<file path="src/rtl/pc_sequencer.sv">
// ---------------------------------------------------------------------------
// pc_sequencer
//
// Generates the fetch address and the fetch/decode strobes for the front end.
// A fetch is issued on every rising edge where every execution unit is empty
// and there is neither an unresolved branch nor a pending store. A redirect
// (pcChange) loads a new aligned target. The next fetch then uses that
// target without first adding STEP to it.
//
// Parameters
//   XLEN      width of pc and changeData
//   NUM_UNITS number of execution-unit empty flags
//   STEP      pc increment per fetch (power of two)
//   RESET_PC  address of the first fetch after reset
//
// Ports
//   clock        single clock, rising-edge active
//   reset        asynchronous, active-high
//   unitEmpty    per-unit empty flags (1 = unit can accept work)
//   nobranch     no unresolved branch in flight
//   nostore      no pending store
//   pcChange     redirect request, sampled at each rising edge
//   changeData   redirect target, valid while pcChange=1
//   available    registered all-clear status
//   pc           current fetch address
//   fetchPulse   one-cycle fetch strobe for the address on pc
//   decodePulse  fetchPulse delayed by one cycle
//
// Build option
//   PC_REDIRECT_FLUSH_EN  when defined, a redirect that arrives in the same
//                         cycle as a fetch strobe squashes the decode strobe
//                         that would otherwise follow it.
// ---------------------------------------------------------------------------
module pc_sequencer #(
  parameter int unsigned XLEN      = 32,
  parameter int unsigned NUM_UNITS = 5,
  parameter int unsigned STEP      = 4,
  parameter logic [XLEN-1:0] RESET_PC = '0
) (
  input  logic                 clock,
  input  logic                 reset,
  input  logic [NUM_UNITS-1:0] unitEmpty,
  input  logic                 nobranch,
  input  logic                 nostore,
  input  logic                 pcChange,
  input  logic [XLEN-1:0]      changeData,
  output logic                 available,
  output logic [XLEN-1:0]      pc,
  output logic                 fetchPulse,
  output logic                 decodePulse
);

  localparam logic [XLEN-1:0] STEP_V     = XLEN'(STEP);
  // Clears the low log2(STEP) bits of a redirect target.
  localparam logic [XLEN-1:0] ALIGN_MASK = ~(STEP_V - 1'b1);

  typedef enum logic [1:0] {
    IDLE   = 2'd0,
    RUN    = 2'd1,
    TARGET = 2'd2
  } state_t;

  state_t          state_reg;
  logic [XLEN-1:0] pc_reg;
  logic            available_reg;
  logic            fetch_reg;
  logic            decode_reg;

  logic all_clear;
  logic squash;

  // Each unit flag is folded into a running AND chain.
  logic [NUM_UNITS:0] unit_chain;
  assign unit_chain[0] = 1'b1;
  genvar gi;
  generate
    for (gi = 0; gi < NUM_UNITS; gi++) begin : g_units
      assign unit_chain[gi+1] = unit_chain[gi] & unitEmpty[gi];
    end
  endgenerate

  assign all_clear = unit_chain[NUM_UNITS] & nobranch & nostore;

`ifdef PC_REDIRECT_FLUSH_EN
  // A redirect seen while fetchPulse is high means the fetched instruction
  // is on the wrong path, so it must not be decoded.
  assign squash = pcChange;
`else
  assign squash = 1'b0;
`endif

  always_ff @(posedge clock or posedge reset) begin
    if (reset) begin
      state_reg     <= IDLE;
      // One step behind RESET_PC, so the first increment lands on it.
      pc_reg        <= RESET_PC - STEP_V;
      available_reg <= 1'b0;
      fetch_reg     <= 1'b0;
      decode_reg    <= 1'b0;
    end else begin
      available_reg <= all_clear;
      decode_reg    <= fetch_reg & ~squash;
      if (pcChange) begin
        // A redirect wins over an increment, whatever allClear says.
        pc_reg    <= changeData & ALIGN_MASK;
        fetch_reg <= 1'b0;
        state_reg <= TARGET;
      end else if (all_clear) begin
        // After a redirect the target itself is fetched, not target+STEP.
        if (state_reg != TARGET) begin
          pc_reg <= pc_reg + STEP_V;
        end
        fetch_reg <= 1'b1;
        state_reg <= RUN;
      end else begin
        fetch_reg <= 1'b0;
        if (state_reg == RUN) begin
          state_reg <= IDLE;
        end
      end
    end
  end

  assign available   = available_reg;
  assign pc          = pc_reg;
  assign fetchPulse  = fetch_reg;
  assign decodePulse = decode_reg;

endmodule
</file>
<file path="config.mk">
export PLATFORM = sky130hd
export DESIGN_NAME = pc_sequencer
export DESIGN_NICKNAME = d
export VERILOG_FILES = /design/src/rtl/pc_sequencer.sv
export SDC_FILE = /design/constraint.sdc
export NUM_CORES = 1
export LEC_CHECK = 0
export CORE_MARGIN = 2
export CORE_UTILIZATION = 40
export DETAILED_ROUTE_END_ITERATION = 10
export GPL_ROUTABILITY_DRIVEN = 0
export HOLD_SLACK_MARGIN = 0.02
export PLACE_DENSITY = 0.82
export SYNTH_ARGS = -nofsm -noshare
export SYNTH_HDL_FRONTEND = slang
export SYNTH_SLANG_ARGS = --single-unit
</file>
<file path="constraint.sdc">
create_clock -name clock -period 3 [get_ports clock]
set_input_delay 0.6 -clock clock [delete_from_list [all_inputs] [get_ports clock]]
set_output_delay 0.6 -clock clock [all_outputs]
set_load 0.03 [all_outputs]
</file>
Yosys cells after proc, flatten, opt, wreduce, memory -nomap -nowiden
Index checks and enable logic that the tools add are counted.
{"block": "totals", "regBits": 37, "in_bits": 42, "output_inout_bits": 35, "wordCells": 26}
{"block": "op_classes", "n_addsub": 1, "n_eq_ne": 2, "mux": 8, "n_bitwise": 6, "n_reduce_logical": 4}
{"op": "2-to-1 mux 32 bit", "count": 3}
{"op": "adder 32 x 3 -> 32 bit, second input constant", "count": 1}
{"op": "bitwise AND 1 bit", "count": 6}
{"op": "2-to-1 mux 2 bit", "count": 3}
{"op": "nonzero test 2 bit", "count": 2}
{"op": "nonzero test 3 bit", "count": 1}
{"op": "== test 2 x 1 -> 1 bit, second input constant", "count": 1}
{"op": "2-to-1 mux 1 bit", "count": 2}
{"op": "!= test 2 bit, second input constant", "count": 1}
{"op": "AND reduction 2 bit", "count": 1}

Depth between registers and ports, before layout
{"block": "logic_depth", "depth_word": 8, "ltp_mapped": 6, "ltp_nobuf": 6}

Worst setup path before layout
Ideal clock, no wire load.
{"block": "synth_path", "path_kind": "reg2reg", "start": "register pc_reg[10], in the netlist pc[10]", "end": "register pc_reg[29], in the netlist pc[29]", "setup_ns": 0.077, "arrival_time_ns": 2.132, "required_time_ns": 2.923, "slack_ns": 0.791, "path_stages_with_launch": 6, "path_buffers": 1, "synth_period_minus_slack_ns": 2.209, "path_cell_list": "dfstp_2 nand4_2 or4_1 buf_2 or4_1 a31oi_1"}
{"block": "synth_between", "elab_chain_len": 4}
{"item": "from (decl)", "line": "64", "source": "logic [XLEN-1:0] pc_reg;"}
{"item": "from (signal assigned)", "line": "96", "source": "pc_reg <= RESET_PC - STEP_V;"}
{"item": "from (signal assigned)", "line": "105", "source": "pc_reg <= changeData & ALIGN_MASK;"}
{"item": "from (signal assigned)", "line": "111", "source": "pc_reg <= pc_reg + STEP_V;"}
{"item": "adder 32 x 3 -> 32 bit", "line": "111"}
{"item": "2-to-1 mux 32 bit", "line": "110", "source": "if (state_reg != TARGET) begin"}
{"item": "2-to-1 mux 32 bit", "line": "108", "source": "end else if (all_clear) begin"}
{"item": "2-to-1 mux 32 bit", "line": "103", "source": "if (pcChange) begin"}
No other way between the ends. The select of a mux whose other input is x is not followed.
A chain may end at the register's enable or synchronous reset.

Worst setup path in the final report
{"block": "layout_path", "start": "input port nostore", "end": "register pc_reg[29], in the netlist pc[29]"}
{"block": "layout_between", "elab_chain_len": 3}
{"item": "from (decl)", "line": "44", "source": "input logic nostore,"}
{"item": "bitwise AND 1 bit", "line": "82", "source": "assign all_clear = unit_chain[NUM_UNITS] & nobranch & nostore;"}
{"item": "nonzero test 2 bit (no source line)"}
{"item": "AND reduction 2 bit (no source line)"}
No other way between the ends.

==> results.sh <==
export IMPL_netlist_instances=216
export IMPL_syn_area_per_cell_sq_um=9.031
export IMPL_n_antenna_cell=0
export IMPL_setup_worst_path_start_class="primary input"
export IMPL_wire_per_inst_um=13.62
export IMPL_gr_total_overflow=0
export IMPL_slowest_stage="or4_1"
export IMPL_seqPwrFrac=0.440
export IMPL_final_hold_violation_count=0
export IMPL_cell_internal_pwr_mw=0.9508
export IMPL_largest_register_ffs=30
export IMPL_timing_final_crit_share=0.8179
export IMPL_maxCapViolations=0
export IMPL_die_area_sq_mm=0.005451
export IMPL_core_rowCount=25
export IMPL_finalSetupTns_ps=0
export IMPL_synth_edf_count=0
export IMPL_path_cells="clkdlybuf4s50_1 > and4_1 > nand2_1 > or3_1 > or4_1 > a31oi_1"
export IMPL_p_switching_mw=0.3862
export IMPL_fin_crit_ps=2454
export IMPL_setup_violations=0
export IMPL_multi_input_area_sq_um=972.2
export IMPL_remaining_drc_errors=0
export IMPL_outcome="finished, final reports clean"
export IMPL_max_stage_delay_ps=570
export IMPL_h_tree_depth=2
export IMPL_yosys_area_top_type_share=0.4041
export IMPL_antenna_found_initial=0
export IMPL_core_sq_mm=0.004723
export IMPL_async_flop_share=1.000
export IMPL_max_freq_mhz=407.6
export IMPL_cts_resized=0
export IMPL_crit_type="in -> reg"
export IMPL_dp_slack_ps=240.5
export IMPL_postRouteAntennaNets=0
export IMPL_vias=1827
export IMPL_root_buffer="clkbuf_8"
export IMPL_drtIter0Drc=95
export IMPL_rsz0062_at_grt="false"
export IMPL_start_util=0.4130
export IMPL_io_buffer_count=72
export IMPL_setup_ws_ps=546.4
export IMPL_critPathCaptureType="flip-flop"
export IMPL_required_ps=3220
export IMPL_cp_max_fo=15
export IMPL_yosys_cell_types_count=35
export IMPL_postRouteWirelength_um=4847
export IMPL_grt_pass1_wl_um=7776
export IMPL_power_frac_comb=0.224
export IMPL_viasPerCell=5.132
export IMPL_die_y_um=73.83
export IMPL_ctsHoldBuffers=0
export IMPL_syn_area_sq_mm=0.001951
export IMPL_yosysTopAreaCell="dfstp_2"
export IMPL_area_growth_syn_to_layout_pct=46.25
export IMPL_cts_setup_buffers=0
export IMPL_num_io_pins=77
export IMPL_cts_buffers=5
export IMPL_hold_class="reg -> reg"
export IMPL_cts_tree="yes"
export IMPL_die_w_um=73.83
export IMPL_switching_share=0.2889
export IMPL_clk_pin_slew_ps=70
export IMPL_dp_hpwl_um=3508
export IMPL_cts_sinks=35
export IMPL_vdd_drop_max_v=0.0003093
export IMPL_layout_drive_gt1_share=0.1557
export IMPL_clock_latency_ps=290
export IMPL_synth_seq_cells=35
export IMPL_track_usage=0.1862
export IMPL_critical_path_arrival_ps=2670
export IMPL_nets=331
export IMPL_powerDensity_mw_per_mm2=468.7
export IMPL_synth_area_leaders="dfstp_2 40%, nand2_1 6.7%, dfrtp_1 6.4%"
export IMPL_first_global_vias=1741
export IMPL_synth_yosys_seq_area_share=0.4682
export IMPL_leakagePower_nw=1.030
export IMPL_fin_skew_ps=8.420
export IMPL_clk_path_buf_depth=2
export IMPL_fill_cells=421
export IMPL_grt_max_degree=36
export IMPL_ff_latch_area_sq_um=913.4
export IMPL_drv_slew=0
export IMPL_clkPwrFrac=0.336
export IMPL_yosysWarnings=0
export IMPL_synthFlopType="dfstp_2"
export IMPL_dr_pass1_iters=4
-- power by group through the flow --
stage	Clock (mW)	Sequential, mW	Combinational, mW
2_1_floorplan	0	0.663	0.0826
3_3_place_gp	0	0.592	0.297
3_5_place_dp	0	0.594	0.301
4_1_cts	0.451	0.588	0.303
5_1_grt	0.470	0.596	0.323
6_report	0.449	0.588	0.300
-- final timing paths --
kind | cells after the start | startpoint | slack [ps] | end
max in group asynchronous | 3 | reset | 1940 | pc[5]$_DFFE_PP1P_
hold / removal | 0 | fetchPulse$_DFF_PP0_ | 390 | decodePulse$_DFF_PP0_
hold reg to reg | 0 | fetchPulse$_DFF_PP0_ | 390 | decodePulse$_DFF_PP0_
setup / recovery | 6 | nostore | 550 | pc[29]$_DFFE_PP1P_
min in group asynchronous | 3 | reset | 710 | available$_DFF_PP0_
setup reg to reg | 4 | pc[9]$_DFFE_PP1P_ | 710 | pc[29]$_DFFE_PP1P_
-- Yosys cell counts (4+ instances only) --
cell type  instances
a31oi_1            8
and3_1             4
nor2_1            10
xor2_1            13
or3_1              8
o31ai_1            4
clkbuf_1           9
nand3_1           13
xnor2_1            6
dfstp_2           30
nor3_1             4
nand4_1           10
dfrtp_1            5
o21ai_0           21
or4_1              6
and4_1             5
nand2_1           35
-- final cells by class --
class | instances | area share
clock buffer | 6 | 0.02895
clock inverter | 2 | 0.01228
inverter | 4 | 0.005263
multi-input combinational | 166 | 0.3408
sequential | 35 | 0.3202
tap | 67 | 0.02939
timing repair buffer | 76 | 0.2632
-- placed cells by master (no fill, tap or decap), types with 4 or more instances in the layout --
cell type	instances
dfrtp_1	5
xnor2_1	6
nand2_1	35
nand4_1	10
nor2_1	10
dfstp_2	30
or3_1	8
clkdlybuf4s50_1	72
nor3_1	4
or4_1	6
clkbuf_8	6
buf_4	4
o31ai_1	4
o21ai_0	21
and4_1	5
and3_1	4
a31oi_1	8
xor2_1	13
nand3_1	13
-- stage by stage --
step / instances / area, sq um / hold slack, ps / utilization / power [mW]
after CTS: 356 / 2853 / 388.5 / 0.6040 / 1.342
after floorplan: 217 / 1954 / 470.5 / - / 0.7459
after detailed placement: 348 / 2735 / 371.4 / 0.5791 / 0.8952
after global placement: 348 / 2735 / 373.2 / 0.5791 / 0.8891
after global routing: 356 / 2853 / 396.5 / 0.6040 / 1.389
final: 356 / 2853 / 385.4 / 0.6040 / 1.337
-- cell families after synthesis --
group | after synthesis | share of synthesized area
xor gates and xnor gates | 19 | 0.08531
DFF | 35 | 0.4683
muxes | 2 | 0.01026
buffers and inverters | 16 | 0.03527
other | 1 | 0.001922
and+or+nand+nor | 103 | 0.2797
AOI/OAI and AO/OA | 39 | 0.1129
adders and majority gates | 1 | 0.006413
-- metal layers --
metal,GRT usage,routed length (um)
met2,0.3204,2364
met3,0.05213,287
met1,0.2284,2142
met5,0,0
met4,0.04848,51
-- critical path: cells and delay by family --
kind	cells	cell delay, ps
AOI/OAI and AO/OA	1	190
buffers and inverters	1	450
and+or+nand+nor	4	1440
Power figures use the tool's default switching activity.
